**src/rtl/seq_store.sv**
```systemverilog
// seq_store: DEPTH-entry word store between the input FSM and the seven-segment driver.
// Optional feature macro SEQ_STORE_OVERWRITE_EN: a full store overwrites its oldest entry instead of dropping.
module seq_store #(
  parameter int WIDTH = 32,
  parameter int DEPTH = 10,
  parameter int IDX_W = 4
) (
  input  logic             clk,
  input  logic             reset_n,
  input  logic             wr_valid,
  input  logic [1:0]       wr_err,
  input  logic [WIDTH-1:0] wr_data,
  input  logic             clr,
  input  logic             nxt,
  output logic [WIDTH-1:0] rd_data,
  output logic [IDX_W-1:0] rd_idx,
  output logic [IDX_W-1:0] count,
  output logic             empty,
  output logic             full,
  output logic [1:0]       err_out,
  output logic             ovf
);

  localparam logic [IDX_W-1:0] DEPTH_I = IDX_W'(DEPTH);
  localparam logic [IDX_W:0]   DEPTH_X = (IDX_W+1)'(DEPTH);
  localparam logic [IDX_W-1:0] ONE     = IDX_W'(1);

  // (a + b) mod DEPTH for a < DEPTH and b <= DEPTH; one conditional subtract is enough.
  function automatic logic [IDX_W-1:0] wrap_add(input logic [IDX_W-1:0] a,
                                                 input logic [IDX_W-1:0] b);
    logic [IDX_W:0] s;
    s = {1'b0, a} + {1'b0, b};
    if (s >= DEPTH_X) s = s - DEPTH_X;
    return s[IDX_W-1:0];
  endfunction

  function automatic logic [IDX_W-1:0] cursor_step(input logic [IDX_W-1:0] idx,
                                                    input logic [IDX_W-1:0] cnt);
    if (cnt == '0)        return '0;
    if (idx == cnt - ONE) return '0;
    return idx + ONE;
  endfunction

  logic [WIDTH-1:0] mem [DEPTH];
  logic [IDX_W-1:0] head;
  logic             good_wr_p0;
  logic             bad_wr_p0;
  logic [IDX_W-1:0] wr_addr_p0;
  logic [IDX_W-1:0] rd_addr_p0;
  logic [IDX_W-1:0] rd_idx_nxt_p0;

  assign empty = (count == '0);
  assign full  = (count == DEPTH_I);

  // Cursor decisions use the pre-write count so a same-cycle write never changes the wrap point.
  always_comb begin
    good_wr_p0    = wr_valid && (wr_err == 2'b00);
    bad_wr_p0     = wr_valid && (wr_err != 2'b00);
    wr_addr_p0    = wrap_add(head, count);
    rd_addr_p0    = wrap_add(head, rd_idx);
    rd_idx_nxt_p0 = nxt ? cursor_step(rd_idx, count) : rd_idx;
  end

  // p0 -> p1: store/cursor update and registered read of the pre-update state
  always_ff @(posedge clk) begin
    if (!reset_n || clr) begin
      for (int i = 0; i < DEPTH; i++) mem[i] <= '0;
      head    <= '0;
      count   <= '0;
      rd_idx  <= '0;
      rd_data <= '0;
      err_out <= 2'b00;
      ovf     <= 1'b0;
    end else begin
      rd_data <= empty ? '0 : mem[rd_addr_p0];
      rd_idx  <= rd_idx_nxt_p0;
      if (bad_wr_p0) err_out <= wr_err;
      if (good_wr_p0) begin
        if (!full) begin
          mem[wr_addr_p0] <= wr_data;
          count           <= count + ONE;
        end else begin
`ifdef SEQ_STORE_OVERWRITE_EN
          mem[head] <= wr_data;
          head      <= wrap_add(head, ONE);
`else
          ovf <= 1'b1;
`endif
        end
      end
    end
  end

endmodule

```
**config.mk**
```make
export PLATFORM = sky130hd
export DESIGN_NAME = seq_store
export DESIGN_NICKNAME = d
export VERILOG_FILES = /design/src/rtl/seq_store.sv
export SDC_FILE = /design/constraint.sdc
export NUM_CORES = 1
export LEC_CHECK = 0
export ABC_CLOCK_PERIOD_IN_PS = 5600
export BUFFER_PORTS_ARGS = -buffer_cell sky130_fd_sc_hd__buf_4
export CAP_MARGIN = 20
export CORE_ASPECT_RATIO = 0.7
export CORE_MARGIN = 4
export CORE_UTILIZATION = 39
export DETAILED_ROUTE_END_ITERATION = 12
export GPL_ROUTABILITY_DRIVEN = 0
export GPL_TIMING_DRIVEN = 0
export PLACE_DENSITY = 0.63
export SYNTH_ARGS = -nofsm -noshare
export SYNTH_HDL_FRONTEND = slang
export SYNTH_SLANG_ARGS = --single-unit
```
**constraint.sdc**
```tcl
create_clock -name clk -period 5.6 [get_ports clk]
set_input_delay 1.12 -clock clk [delete_from_list [all_inputs] [get_ports clk]]
set_output_delay 1.12 -clock clk [all_outputs]
set_load 0.01 [all_outputs]
```
; ---- Word-level counts from Yosys, hierarchy flattened
; Memories as Yosys holds them, arrays and structs flattened. A register that Yosys moved wholly into a read port is not among the register bits.
; Index checks and enable logic that the tools add are counted.
; W data, S select, Z words.
[classes]
n_addsub = 5
multipliers = 0
div = 0
order_cmp = 2
eq_ne = 2
shifts = 0
n_mux = 18
bitwise_logic = 1
reduce_logical = 11
[ops]
columns = op, n
row1 = $mux W32, 1
row2 = $reduce_or A32 Y1, 1
row3 = $mux W4, 7
row4 = $mux W1, 10
row5 = $add A4 B1 Y4 const B, 2
row6 = $ge A4 B4 Y1 const B, 2
row7 = $sub A4 B4 Y4 const B, 2
row8 = $eq A4 B4 Y1, 1
row9 = $eq A4 B4 Y1 const B, 1
row10 = $logic_not A4 Y1, 1
row11 = $reduce_and A2 Y1, 2
row12 = $sub A4 B1 Y4 const B, 1
row13 = $logic_and A1 B1 Y1, 2
row14 = $logic_not A2 Y1, 1
row15 = $reduce_bool A2 Y1, 1
row16 = $reduce_or A2 Y1, 1
row17 = $logic_not A1 Y1, 1
row18 = $logic_or A1 B1 Y1, 1
row19 = $not A1 Y1, 1
[totals]
reg_bits = 11
latchBits = 0
ramBits = 320
rom_bits = 0
output_inout_bits = 45
word_cells = 44
n_memories = 1
[mem_list]
columns = memory, words, word_bits, rd, rd_ports_with_merged_regs, write_ports, line
row1 = mem, 10, 32, 1, 1, 10, 44  ; logic [WIDTH-1:0] mem [DEPTH];

; ---- Logic depth before layout (Yosys ltp)
; Gate-level depths: netlist of the first run.
[logic_depth]
depth_word = 7
depth_mapped = 11
ltp_nobuf = 7

; ---- Least setup slack after synthesis of the first run
; OpenSTA, ideal clock, no wires.
[synth_path]
path_type = input to register
startpoint = input port wr_err[1]
endpoint = memory mem[9][0], enable pin
setup_time_ns = 0.466
arrival_time_ns = 4.138
required_time_ns = 5.134
slack_ns = 0.997
path_stages = 4
path_buffers = 0
cell_sequence = or3b_1 > nor2_1 > nand2_1 > o21ai_0
[synth_rtl]
columns = element, line
row1 = from (decl), 11  ; input logic [1:0] wr_err,
row2 = to (decl), 44

; ---- Worst setup path after layout of the first run
[layout_path]
startpoint = register rd_idx[0]
endpoint = register rd_data[31], read port of mem
[layout_between]
elab_chain_len = 2
word_cells_on_any_way = 3
classes_between = add/sub (1) / order compare (1) / mux (1)
[layout_lines]
columns = element, line
row1 = from (decl), 16  ; output logic [IDX_W-1:0] rd_idx,
row2 = from (signal assigned), 76  ; rd_idx <= rd_idx_nxt_p0;
row3 = $sub A4 B4 Y4 or $ge A4 B4 Y1 (tied branches), 33  ; if (s >= DEPTH_X) s = s - DEPTH_X;
row4 = $mux W4 *, 33
row5 = to (decl), 15  ; output logic [WIDTH-1:0] rd_data,
; Every way passes the cells marked *; elsewhere a longest branch is shown, timed or not.
; A chain may end at the register's enable or synchronous reset.

==> results of run 1 <==
[metal layers]
metal / part of all wire [%] / GRT usage (%) / vias to the layer above
li1: - / - / 6695
met1: 41 / 31.82 / 7865
met2: 44 / 33.05 / 1058
met3: 12 / 4.575 / 157
met4: 2.5 / 5.455 / 2
met5: 0.018 / 0 / -
[flip-flops by register name (all words and copies together) (netlist names)]
register  count
count         4
err_out       2
mem         512
ovf           1
rd_data      32
rd_idx        4
[metrics by stage]
step | utilization (%) | total power [W]
finish | 45.69 | 0.008467
global route | 45.69 | 0.008713
CTS | 45.68 | 0.008498
detailed placement | 42.80 | 0.004929
global placement | 42.12 | 0.004908
floorplan | - | 0.004812
[worst paths after layout]
check        slack [ns]  cells past startpoint          end        from
max                1.27                     10  rd_data[31]   rd_idx[0]
max reg2reg        1.27                     10  rd_data[31]   rd_idx[0]
min reg2reg        0.47                      2   err_out[0]  err_out[0]
min                0.47                      2   err_out[0]  err_out[0]
[worst min-delay path: stages (launching register included)]
cell and delay [ns]:
dfxtp_1 0.31, nand2_1 0.05, a21oi_1 0.06
[power groups by stage]
| stage | clock network [W] | logic [W] | registers [W] |
|---|---|---|---|
| final | 0.00362 | 0.000219 | 0.00462 |
| after detailed placement | 0 | 0.000217 | 0.00471 |
| after global placement | 0 | 0.000194 | 0.00471 |
| after CTS | 0.00366 | 0.000218 | 0.00462 |
| after global routing | 0.00385 | 0.000231 | 0.00463 |
| after floorplan | 0 | 0.000108 | 0.00470 |
[placed cells by master, fill, tap and decap left out, types with 6 or more instances in the layout]
| cell type | n |
|---|---|
| buf_4 | 89 |
| buf_2 | 65 |
| nand2_1 | 84 |
| mux4_2 | 49 |
| dfxtp_1 | 43 |
| o21ai_0 | 48 |
| a221oi_1 | 17 |
| inv_1 | 40 |
| mux2i_1 | 69 |
| xnor2_1 | 7 |
| clkinv_1 | 11 |
| nor2_1 | 332 |
| buf_12 | 16 |
| a21oi_1 | 40 |
| clkbuf_1 | 68 |
| edfxtp_1 | 512 |
| clkbuf_16 | 55 |
| nor2_4 | 6 |
| clkinv_2 | 10 |
| o221ai_1 | 17 |
| ha_1 | 10 |
| nor3_1 | 19 |
| nand2_2 | 12 |
| a31oi_1 | 47 |
| mux2_2 | 77 |
| nor4_1 | 49 |
| a211oi_1 | 33 |
| nand4_1 | 15 |
[kinds of logic after synthesis]
group	Yosys count	synth area share, %
simple gates	543	9.884
compound gates	219	5.995
buf+inv	166	3.072
flops	555	68.84
mux	196	11.38
xor+xnor	8	0.2971
fa+ha+maj	10	0.5305
[layout make-up]
class	instances	area share, %
well taps	808	3.695
clock inverters	27	0.9284
flip-flops and latches	555	59.35
multi-input cells	976	24.50
diodes	1	0.009147
inverters	41	0.5625
plain buffers	125	2.086
clock buffers	73	5.388
repair buffers	101	3.485
==> flow_metrics.env, run 1 <==
export IMPL_power_share_switching_pct=20.35
export IMPL_detail_route_wl_per_cell_um=26.17
export IMPL_postCtsHoldBufs=0
export IMPL_cts_root_buf="clkbuf_16"
export IMPL_area_delta_synth_final_pct=16.00
export IMPL_max_freq_mhz=231.0
export IMPL_antenna_found_initial=4
export IMPL_cap_violations=0
export IMPL_floorplan_initialDensity_pct=39.39
export IMPL_synth_top_area_share_pct=65.19
export IMPL_regArea_mm2=0.01624
export IMPL_path_cells="buf_2 -> clkinv_1 -> clkbuf_1 -> ha_1 -> nor3_4 -> clkbuf_1 -> nor4_1 -> o21ai_0 -> nand4_1 -> a211oi_1"
export IMPL_cts_resized_gates=0
export IMPL_worst_pin_slew_ns=0.9639
export IMPL_die_h_um=213.7
export IMPL_die_w_um=301.9
export IMPL_clock_path_buffers=3
export IMPL_crit_path_start_kind="register"
export IMPL_leakagePower_nw=9.411
export IMPL_synth_fp_nets=1746
export IMPL_ys_seq_area_share_pct=68.84
export IMPL_h_tree_depth=2
export IMPL_yosysWarnings=0
export IMPL_outcome="completed"
export IMPL_ant_nets=0
export IMPL_grt_usage_pct=21.63
export IMPL_worstPathArrival_ns=4.76
export IMPL_synth_top_area_cell="edfxtp_1"
export IMPL_postCtsSetupRepairBufs=0
export IMPL_avgSynthCellArea_um2=13.90
export IMPL_pwr_share_clk_pct=42.8
export IMPL_power_frac_seq_pct=54.6
export IMPL_place_ws_ns=1.363
export IMPL_core_area_mm2=0.05987
export IMPL_multi_input_area_mm2=0.006703
export IMPL_synth_async_reset_ratio_pct=0
export IMPL_hold_ws_ns=0.4698
export IMPL_drc=0
export IMPL_synth_most_common_cell="edfxtp_1"
export IMPL_overflow=0
export IMPL_finalCriticalPeriod_ns=4.330
export IMPL_nets=1902
export IMPL_critPathKind="register to register"
export IMPL_cpPeakStageDelay_ns=0.67
export IMPL_slew_violations=0
export IMPL_setup_viol=0
export IMPL_combPwrFrac_pct=2.6
export IMPL_syn_inst=1697
export IMPL_relSlewSlack_pct=35.50
export IMPL_vias_per_cell=5.828
export IMPL_switching_power_w=0.001723
export IMPL_synthesis_area_mm2=0.02358
export IMPL_critPathRequiredTime_ns=6.03
export IMPL_dr_pass1_iters=8
export IMPL_crit_slowest_cell="a211oi_1"
export IMPL_cts_buffers_inserted=53
export IMPL_io_pins=84
export IMPL_crit_fanout=10
export IMPL_fin_setup_tns_ns=0
export IMPL_path_clk_slew_ns=0.07
export IMPL_port_buffers=83
export IMPL_cp_top_family="buffers and inverters"
export IMPL_dp_hpwl_um=47560
export IMPL_critPathCaptureType="register"
export IMPL_synth_edf_count=512
export IMPL_insertion_delay_ns=0.61
export IMPL_fin_area_mm2=0.02736
export IMPL_grt_pass1_wl_um=102200
export IMPL_fillers=5371
export IMPL_hold_violations=0
export IMPL_grt_pass1_vias=15100
export IMPL_synth_cell_types=52
export IMPL_powerDensity_mw_per_mm2=309.5
export IMPL_fin_skew_ns=0.03110
export IMPL_drtIter0Drc=2401
export IMPL_cts_sinks=555
export IMPL_drive_above_1_share_pct=20.97
export IMPL_die_area_mm2=0.06453
export IMPL_synth_main_ff_cell="edfxtp_1"
export IMPL_final_setup_worst_slack_ns=1.270
export IMPL_synthTopCellsByArea="edfxtp_1, nor2_1, mux4_2"
export IMPL_fin_cells=2707
export IMPL_hp_class="register to register"
export IMPL_wirelength_um=70830
export IMPL_dp_cells=2605
export IMPL_rsz0062_at_grt="false"
export IMPL_worst_path_buf_inv=4
export IMPL_internal_power_w=0.006744
export IMPL_ys_top_cells_by_count="edfxtp_1, nor2_1, nand2_1"
export IMPL_place_area_mm2=0.02562
export IMPL_synth_seq_cells=555
export IMPL_post_route_period_util_pct=77.32
export IMPL_critPathMostFrequentCell="clkbuf_1"
export IMPL_grt_max_degree=28
export IMPL_vdd_drop_max_v=0.0003070
export IMPL_via_count=15780
export IMPL_cts_tree="built"
export IMPL_rows=75
(Power assumes the default switching activity.)
==> run 2, diff against run 1 <==
--- a/config.mk
+++ b/config.mk
@@ -5,7 +5,7 @@
 export SDC_FILE = /design/constraint.sdc
 export NUM_CORES = 1
 export LEC_CHECK = 0
-export ABC_CLOCK_PERIOD_IN_PS = 5600
+export ABC_CLOCK_PERIOD_IN_PS = 3900
 export BUFFER_PORTS_ARGS = -buffer_cell sky130_fd_sc_hd__buf_4
 export CAP_MARGIN = 20
 export CORE_ASPECT_RATIO = 0.7
@@ -14,7 +14,7 @@
 export DETAILED_ROUTE_END_ITERATION = 12
 export GPL_ROUTABILITY_DRIVEN = 0
 export GPL_TIMING_DRIVEN = 0
-export PLACE_DENSITY = 0.63
+export PLACE_DENSITY = 0.65
 export SYNTH_ARGS = -nofsm -noshare
 export SYNTH_HDL_FRONTEND = slang
 export SYNTH_SLANG_ARGS = --single-unit
==> constraint.sdc (replaced) <==
create_clock -name clk -period 3.9 [get_ports clk]
set_input_delay 0.78 -clock clk [delete_from_list [all_inputs] [get_ports clk]]
set_output_delay 0.78 -clock clk [all_outputs]
set_load 0.01 [all_outputs]
==> flow_metrics.env, run 2 (synthesis gave the netlist of run 1 again) <==
export IMPL_core_area_mm2=0.05987
export IMPL_h_tree_depth=2
export IMPL_utilization_pct=46.01
export IMPL_die_w_um=301.9
export IMPL_post_route_period_util_pct=98.54
export IMPL_cts_sinks=555
export IMPL_worstPathArrival_ns=4.29
export IMPL_vias_per_cell=5.907
export IMPL_cap_violations=0
export IMPL_cts_root_buf="clkbuf_16"
export IMPL_largestRegisters="mem (512), rd_data (32)"
export IMPL_use_met3_pct=5.324
export IMPL_die_area_mm2=0.06453
export IMPL_finalCriticalPeriod_ns=3.843
export IMPL_dp_hpwl_um=47730
export IMPL_vdd_drop_max_v=0.0003303
export IMPL_slew_violations=0
export IMPL_multi_input_area_mm2=0.006768
export IMPL_outcome="completed"
export IMPL_n_antenna_cell=0
export IMPL_relSlewSlack_pct=38.88
export IMPL_drc=0
export IMPL_use_met1_pct=30.80
export IMPL_die_h_um=213.7
export IMPL_cts_buffers_inserted=53
export IMPL_drtIter0Drc=2421
export IMPL_fillers=5331
export IMPL_rsz0062_at_grt="false"
export IMPL_antenna_found_initial=0
export IMPL_critPathKind="register to register"
export IMPL_max_freq_mhz=260.2
export IMPL_cts_tree="built"
export IMPL_final_cell_mix="edfxtp_1, nor2_1, buf_4"
export IMPL_dr_pass1_iters=5
export IMPL_path_clk_slew_ns=0.07
export IMPL_grt_usage_pct=21.95
export IMPL_hp_class="primary input to register"
export IMPL_port_buffers=83
export IMPL_via_count=16000
export IMPL_hold_violations=0
export IMPL_largest_reg_flops=512
export IMPL_place_area_mm2=0.02563
export IMPL_powerDensity_mw_per_mm2=445.7
export IMPL_worst_pin_slew_ns=0.9168
export IMPL_fin_area_mm2=0.02755
export IMPL_grt_max_degree=28
export IMPL_setup_viol=0
export IMPL_area_delta_synth_final_pct=16.80
export IMPL_overflow=0
export IMPL_gr_max_usage_layer="met2"
export IMPL_critPathCaptureType="register"
export IMPL_grt_pass1_vias=15610
export IMPL_nets=1905
export IMPL_use_met2_pct=34.09
export IMPL_grt_pass1_wl_um=103900
export IMPL_ant_nets=0
export IMPL_drive_above_1_share_pct=21.99
export IMPL_insertion_delay_ns=0.60
export IMPL_io_pins=84
export IMPL_detail_route_wl_per_cell_um=26.49
export IMPL_regArea_mm2=0.01624
export IMPL_layout_commonest_cell="edfxtp_1"
export IMPL_top_register="mem"
export IMPL_leakagePower_nw=9.367
export IMPL_fin_setup_tns_ns=0
export IMPL_rows=75
export IMPL_floorplan_initialDensity_pct=39.39
export IMPL_crit_fanout=10
export IMPL_wirelength_um=71760
export IMPL_crit_path_start_kind="register"
export IMPL_clock_path_buffers=3
export IMPL_fin_skew_ns=0.01275
export IMPL_critPathRequiredTime_ns=4.35
-- run 2: layer usage --
metal / up-vias / part of all wire, %
met2: 1149 / 45
met4: 0 / 3.3
met5: - / 0
met1: 7988 / 39
met3: 175 / 13
li1: 6691 / -
-- run 2: final timing paths --
| path | start | to | slack (ns) | cells after the start |
|---|---|---|---|---|
| max | rd_idx[0] | rd_data[0] | 0.06 | 10 |
| min | wr_err[1] | err_out[1] | 0.47 | 3 |
| max reg2reg | rd_idx[0] | rd_data[0] | 0.06 | 10 |
| min reg2reg | ovf | ovf | 0.48 | 2 |
-- run 2: what timing repair did --
action	4_1_cts	5_1_grt
setup endpoints to repair	167	217
setup buffers	4	0
resized for setup	13	11
hold buffers	0	0
pin swaps	4	1
-- run 2: final cells by class --
cell class / count / area share [%]
Clock inverter: 26 / 1.008
Multi-Input combinational cell: 976 / 24.57
Sequential cell: 555 / 58.94
Clock buffer: 74 / 5.401
Inverter: 41 / 0.5723
Tap cell: 808 / 3.670
Timing Repair Buffer: 104 / 3.715
Buffer: 125 / 2.126
-- run 2: worst max-delay path, cell delays in order (launching register included) --
cell and delay (ns):
dfxtp_1 0.54, buf_2 0.27, clkinvlp_4 0.24, buf_2 0.30
ha_1 0.34, nor3_4 0.47, clkbuf_1 0.51, nor4_1 0.12
o21ai_0 0.21, nand4_1 0.24, a211oi_2 0.44
-- run 2: metrics by stage --
step,setup WS [ns],instances,hold slack (ns),total power [W]
4_1_cts,-0.02388,2709,0.4464,0.01232
3_5_place_dp,-0.3565,2605,0.4684,0.007081
2_1_floorplan,0.01380,1697,0.4805,0.006910
6_report,0.05694,2709,0.4743,0.01228
5_1_grt,0.01457,2709,0.4645,0.01261
3_3_place_gp,-2.083,2588,0.4669,0.007047
-- run 2: power by group --
group,total [W],switching [W],internal [W],leakage (nW)
Clock,0.00532,0.00226,0.00306,0.859
Sequential,0.00664,0.0000436,0.00660,5.65
Combinational,0.000318,0.000199,0.000119,2.86
